### config.mk
export PLATFORM = sky130hd
export DESIGN_NAME = branch_redirect_unit_flat
export DESIGN_NICKNAME = d
export VERILOG_FILES = /design/src/rtl/branch_redirect_unit_pkg.sv /design/src/rtl/branch_redirect_unit_if.sv /design/src/rtl/branch_redirect_unit_sat_counter.sv /design/src/rtl/branch_redirect_unit.sv /design/src/flat_wrapper.sv
export SDC_FILE = /design/constraint.sdc
export NUM_CORES = 1
export LEC_CHECK = 0
export ABC_AREA = 0
export BUFFER_PORTS_ARGS = -buffer_cell sky130_fd_sc_hd__buf_2
export CAP_MARGIN = 20
export CORE_UTILIZATION = 48
export DETAILED_ROUTE_END_ITERATION = 8
export HOLD_SLACK_MARGIN = 0.06
export PLACE_DENSITY = 0.78
export SLEW_MARGIN = 10
export SYNTH_ARGS = -nofsm -noshare
export SYNTH_HDL_FRONTEND = slang
export SYNTH_SLANG_ARGS = --single-unit
### constraint.sdc
create_clock -name clk -period 2.4 [get_ports clk]
set_input_delay 0.12 -clock clk [delete_from_list [all_inputs] [get_ports clk]]
set_output_delay 0.12 -clock clk [all_outputs]
set_load 0.01 [all_outputs]
### src/rtl/branch_redirect_unit_pkg.sv
// Shared pipeline definitions for the branch redirect path and the condition checker.
package branch_redirect_unit_pkg;

    localparam int unsigned ADDR_W_DEF = 32;

    typedef enum logic [1:0] {
        IDLE  = 2'b00,
        PEND  = 2'b01,
        FLUSH = 2'b10
    } brs_state_e;

    // Branch command encodings shared with the condition checker that produces brCond.
    typedef enum logic [1:0] {
        BR_NONE = 2'b00,
        BR_BNE  = 2'b01,
        BR_JUMP = 2'b10,
        BR_BEQZ = 2'b11
    } br_cmd_e;

endpackage

### src/rtl/branch_redirect_unit_if.sv
// Bundle between the ID-stage branch logic and the PC mux / IF-ID register controls.
interface branch_redirect_unit_if
    import branch_redirect_unit_pkg::*;
#(
    parameter int unsigned ADDR_W = ADDR_W_DEF,
    parameter int unsigned CNT_W  = 16
);
    logic              brValid;
    logic              brCond;
    logic [ADDR_W-1:0] brTarget;
    logic              freeze;
    logic              pcRedirect;
    logic [ADDR_W-1:0] redirectPC;
    logic              flushIFID;
    logic              pending;
    logic [CNT_W-1:0]  takenCount;

    modport master (
        output brValid, brCond, brTarget, freeze,
        input  pcRedirect, redirectPC, flushIFID, pending, takenCount
    );

    modport slave (
        input  brValid, brCond, brTarget, freeze,
        output pcRedirect, redirectPC, flushIFID, pending, takenCount
    );
endinterface

### src/rtl/branch_redirect_unit_sat_counter.sv
// Saturating up-counter: holds at all-ones instead of wrapping.
module sat_counter #(
    parameter int unsigned WIDTH = 16
) (
    input  logic             clk,
    input  logic             rst_n,
    input  logic             inc_i,
    output logic [WIDTH-1:0] count_o
);
    logic [WIDTH-1:0] count_q;

    always_ff @(posedge clk or negedge rst_n) begin
        if (!rst_n) begin
            count_q <= '0;
        end else if (inc_i && (count_q != '1)) begin
            count_q <= count_q + 1'b1;
        end
    end

    assign count_o = count_q;
endmodule

### src/rtl/branch_redirect_unit.sv
// Turns a taken-branch decision into a registered PC redirect pulse plus an IF/ID flush window,
// deferring the redirect while the hazard unit freezes the pipeline.
module branch_redirect_unit
    import branch_redirect_unit_pkg::*;
#(
    parameter int unsigned ADDR_W       = ADDR_W_DEF,
    parameter int unsigned FLUSH_CYCLES = 1,
    parameter int unsigned CNT_W        = 16
) (
    input logic                   clk,
    input logic                   rst,
    branch_redirect_unit_if.slave bus
);
    localparam logic [2:0] FLUSH_LAST = 3'(FLUSH_CYCLES - 1);

    brs_state_e        state_q;
    logic [ADDR_W-1:0] redirect_pc_q;
    logic              pc_redirect_q;
    logic              flush_q;
    logic              pending_q;
    logic [2:0]        fcnt_q;
    logic              taken;
    logic              fire;

    // brValid gates brCond so an X on brCond while brValid=0 cannot reach state.
    assign taken = bus.brValid & bus.brCond;

    always_comb begin
        fire = 1'b0;
        case (state_q)
            IDLE:    fire = taken & ~bus.freeze;
            PEND:    fire = ~bus.freeze;
            default: fire = 1'b0;
        endcase
    end

    always_ff @(posedge clk or negedge rst) begin
        if (!rst) begin
            state_q       <= IDLE;
            redirect_pc_q <= '0;
            pc_redirect_q <= 1'b0;
            flush_q       <= 1'b0;
            pending_q     <= 1'b0;
            fcnt_q        <= '0;
        end else begin
            case (state_q)
                IDLE: begin
                    if (taken) begin
                        redirect_pc_q <= bus.brTarget;
                        if (!bus.freeze) begin
                            pc_redirect_q <= 1'b1;
                            flush_q       <= 1'b1;
                            fcnt_q        <= FLUSH_LAST;
                            state_q       <= FLUSH;
                        end else begin
                            pending_q <= 1'b1;
                            state_q   <= PEND;
                        end
                    end
                end
                PEND: begin
                    // Same instruction is held in ID, so the captured target stays put.
                    if (!bus.freeze) begin
                        pending_q     <= 1'b0;
                        pc_redirect_q <= 1'b1;
                        flush_q       <= 1'b1;
                        fcnt_q        <= FLUSH_LAST;
                        state_q       <= FLUSH;
                    end
                end
                FLUSH: begin
                    pc_redirect_q <= 1'b0;
                    if (fcnt_q == '0) begin
                        flush_q <= 1'b0;
                        state_q <= IDLE;
                    end else begin
                        fcnt_q <= fcnt_q - 1'b1;
                    end
                end
                default: begin
                    state_q <= IDLE;
                end
            endcase
        end
    end

    sat_counter #(.WIDTH(CNT_W)) u_taken_cnt (
        .clk     (clk),
        .rst_n   (rst),
        .inc_i   (fire),
        .count_o (bus.takenCount)
    );

    assign bus.pcRedirect = pc_redirect_q;
    assign bus.redirectPC = redirect_pc_q;
    assign bus.flushIFID  = flush_q;
    assign bus.pending    = pending_q;
endmodule

### src/flat_wrapper.sv
// flat-port wrapper written by rule: the top's interface ports become plain ports
module branch_redirect_unit_flat import branch_redirect_unit_pkg::*;
#(
    parameter int unsigned ADDR_W       = ADDR_W_DEF,
    parameter int unsigned FLUSH_CYCLES = 1,
    parameter int unsigned CNT_W        = 16
)
  (clk, rst, bus_brValid, bus_brCond, bus_brTarget, bus_freeze, bus_pcRedirect, bus_redirectPC, bus_flushIFID, bus_pending, bus_takenCount);
  branch_redirect_unit_if #(.ADDR_W(ADDR_W), .CNT_W(CNT_W)) bus_i ();
  input logic clk;
  input logic rst;
  input wire logic [$bits(bus_i.brValid)-1:0] bus_brValid;
  input wire logic [$bits(bus_i.brCond)-1:0] bus_brCond;
  input wire logic [$bits(bus_i.brTarget)-1:0] bus_brTarget;
  input wire logic [$bits(bus_i.freeze)-1:0] bus_freeze;
  output wire logic [$bits(bus_i.pcRedirect)-1:0] bus_pcRedirect;
  output wire logic [$bits(bus_i.redirectPC)-1:0] bus_redirectPC;
  output wire logic [$bits(bus_i.flushIFID)-1:0] bus_flushIFID;
  output wire logic [$bits(bus_i.pending)-1:0] bus_pending;
  output wire logic [$bits(bus_i.takenCount)-1:0] bus_takenCount;
  assign bus_i.brValid = bus_brValid;
  assign bus_i.brCond = bus_brCond;
  assign bus_i.brTarget = bus_brTarget;
  assign bus_i.freeze = bus_freeze;
  assign bus_pcRedirect = bus_i.pcRedirect;
  assign bus_redirectPC = bus_i.redirectPC;
  assign bus_flushIFID = bus_i.flushIFID;
  assign bus_pending = bus_i.pending;
  assign bus_takenCount = bus_i.takenCount;
  branch_redirect_unit #(.ADDR_W(ADDR_W), .FLUSH_CYCLES(FLUSH_CYCLES), .CNT_W(CNT_W)) u_core (.clk(clk), .rst(rst), .bus(bus_i));
endmodule
==> metrics.csv <==
stage;metric;value;unit
clock_network;CTS tree;built;
critical_path;CP max-delay cell;or4_4;
critical_path;crit start category;register;
layout;area added between synthesis and finish;41.6;%
timing;final hold slack;0.0796;ns
grt;total track usage;0.231;
timing;RSZ-0062 raised after global routing;no;
worst_hold_path;type of the tightest min-delay check;input port to register;
logic_synthesis;Yosys cell types;36;
logic_synthesis;multiplexer area fraction after synthesis;0.177;
flow_run;max cap viols;0;
layout;non-filler cells, final;366;
floorplanning;initial core utilization;0.498;
logic_synthesis;Mapped Area;2350;µm²
route;Post-route DRC;0;
floorplanning;core footprint;4720;µm²
route;Via Count;1816;
clock_network;Worst-path clk slew;0.09;ns
floorplanning;row cnt;25;
grt;first-pass GRT wire length;9.03;mm
logic_synthesis;top_reg_cell synth;dfrtp_1;
route;vias per cell;4.96;
worst_hold_path;hold_sp;bus_brTarget[0];
timing;fmax;0.502;GHz
timing;Setup violations, final;0;
grt;GRT Residual Overflow;0;
logic_synthesis;area share of the leading cell type in the synthesized netlist;0.595;
logic_synthesis;XOR/XNOR share of the synthesized area;0.0372;
grt;initial antenna violation count;0;
placed_design;Final HPWL DP;3.36;mm
critical_path;Worst Path Arrival;2.19;ns
layout;most frequent cells in the layout;buf_2, dfrtp_1, mux2_2;
critical_path;Req. time, crit path;2.60;ns
critical_path;Worst Path Max Fanout;8;
logic_synthesis;largest family of logic cells by synthesized area;multiplexers;
layout;most common cell after layout, fill and taps aside;buf_2;
clock_network;Root Buffer;clkbuf_8;
logic_synthesis;Adder-Cell Fraction of Synth Area;0.0159;
clock_network;Num CTS Buffers;5;
logic_synthesis;Synth area leader;dfrtp_1;
power_and_ir_drop;Pleak;0.00164;µW
critical_path;Worst Setup SP;u_core.u_taken_cnt.count_o[0]$_DFFE_PN0P_;
floorplanning;Die Y;72.0;µm
timing;setup TNS;0;ns
route;Final ANT Viol Nets;0;
placed_design;RePlAce Congestion;0.810;
timing;Final Max Slew Viols;0;
floorplanning;io pins;88;
logic_synthesis;synth top area cells;dfrtp_1, mux2_2, xor2_1;
logic_synthesis;post-synthesis compound-gate area fraction;0.0393;
placed_design;Placed Cells;326;
layout;Nets;338;
logic_synthesis;cell count after synthesis;173;
timing;endpoints failing hold;0;
clock_network;worst skew pair latency;0.30;ns
layout;share of cells above drive strength 1;0.475;
status;status;complete, no violations;
grt;vias in the first global route;1804;
floorplanning;die width;72.0;µm
power_and_ir_drop;maximum VDD drop;0.580;mV
timing;worst slew pin tran;0.566;ns
timing;Final Cycle Share;0.830;
clock_network;CTS H-tree lvls;2;
power_and_ir_drop;Power Density;1010;nW/µm²
critical_path;Critical Path Max Stage Delay;0.57;ns
critical_path;Setup crit end kind;register;
clock_network;Post-CTS Resized;0;
timing;Worst Clk Skew;0.00342;ns
logic_synthesis;Synth Register Bits;56;
route;total routed wirelength;5.52;mm
route;TritonRoute pass-1 iters;4;
critical_path;worst path cell trace;ha_1, nand3_2, or4_4, nor2_1, mux2_2;
logic_synthesis;Mean Syn Cell Area;13.6;µm²
clock_network;Clock Sinks;56;
logic_synthesis;Async SR Flop Fraction;1.00;
logic_synthesis;Seq/Total Area, Yosys;0.595;
clock_network;Clock Tree Buf Depth;2;
layout;n_diodes;0;
grt;largest net degree at the start of global routing;33;
placed_design;Port Buf Inserts;87;
critical_path;Setup CP Type;register to register;
logic_synthesis;simple-gate share of the synthesized area;0.117;
route;Initial DRC Count;116;
route;WL/cell;15.1;µm
logic_synthesis;syn nets;213;
floorplanning;die area;5190;µm²
critical_path;reg-to-reg startpoint;u_core.u_taken_cnt.count_o[0]$_DFFE_PN0P_;
timing;Slew headroom;0.623;
logic_synthesis;EDFF count, synth;0;
timing;Tmin final;1.99;ns
logic_synthesis;Ys Warns;0;
==> logic make-up (layout without fill, tap and decap cells) <==
logic type                 count (synthesis)  in the layout
DFF                                       56             56
and+or+nand+nor                           42             42
muxes                                     37             37
AOI/OAI and AO/OA                         15             15
xor gates and xnor gates                  10             10
buffers and inverters                     10            136
adders and majority gates                  3              3
==> cell usage after synthesis (2+ instances only) <==
master     n
inv_1      5
nor4_1     2
mux2_2    36
o21ai_0    7
xor2_1     9
clkbuf_1   2
a21oi_1    2
nor2_1     4
dfrtp_1   56
nor3_1     3
ha_1       3
buf_2      3
nand2_1    8
nand4_1    5
nand3_1    7
==> flip-flops by register name, summed over array words and instances, names as in the netlist <==
register / flops
u_core.fcnt_q: 3
u_core.bus.pcRedirect: 1
u_core.u_taken_cnt.count_o: 16
u_core.bus.pending: 1
u_core.bus.redirectPC: 32
u_core.bus.flushIFID: 1
u_core.state_q: 2
==> final cells by class <==
type | count | area [µm²]
fillers | 326 | 1390
clock inverters | 1 | 30.0
well taps | 67 | 83.8
flip-flops and latches | 56 | 1400
repair buffers | 123 | 786
clock buffers | 7 | 96.3
multi-input cells | 107 | 916
inverters | 5 | 18.8
==> worst max-delay path: cells and delay by family, from the launching register on <==
| family | cells | cell delay [ns] |
|---|---|---|
| DFF | 1 | 0.45 |
| adders and majority gates | 1 | 0.21 |
| and+or+nand+nor | 3 | 0.88 |
| muxes | 1 | 0.34 |
==> routing by layer <==
metal  track usage  part of all wire  wire, µm
met1         0.310              0.45      2500
met2         0.389              0.49      2700
met3        0.0417             0.049       271
met4        0.0654            0.0089        49
met5             0                 0         0
==> metrics by stage <==
stage,setup slack [ns],power (µW),util,instance area (µm²)
floorplan,0.481,2170,-,2350
global placement,0.509,2610,0.611,2890
detailed placement,0.408,2660,0.611,2890
CTS,0.391,3360,0.705,3330
global route,0.301,3590,0.705,3330
finish,0.408,3370,0.705,3330
==> worst paths after layout <==
| kind | to | slack (ns) | cells past startpoint |
|---|---|---|---|
| worst max-delay path | u_core.u_taken_cnt.count_o[12]$_DFFE_PN0P_ | 0.41 | 5 |
| worst min-delay path | u_core.bus.redirectPC[0]$_DFFE_PN0P_ | 0.08 | 2 |
| worst max register to register | u_core.u_taken_cnt.count_o[12]$_DFFE_PN0P_ | 0.41 | 5 |
| worst min register to register | u_core.bus.flushIFID$_DFFE_PN0P_ | 0.48 | 2 |
| max in group asynchronous | u_core.bus.redirectPC[1]$_DFFE_PN0P_ | 1.38 | 3 |
| min in group asynchronous | u_core.u_taken_cnt.count_o[15]$_DFFE_PN0P_ | 0.36 | 2 |
==> where the power goes <==
group	total, µW	internal (µW)	switching [µW]
registers	1550	1310	238
clock network	659	368	291
logic	1170	603	564
==> repair_timing <==
action / in CTS / in global routing
hold buffers: 32 / 0
setup buffers: 0 / 0
endpoints found under the hold margin: 55 / 0
Note: power is estimated with default switching activity, not from simulation.
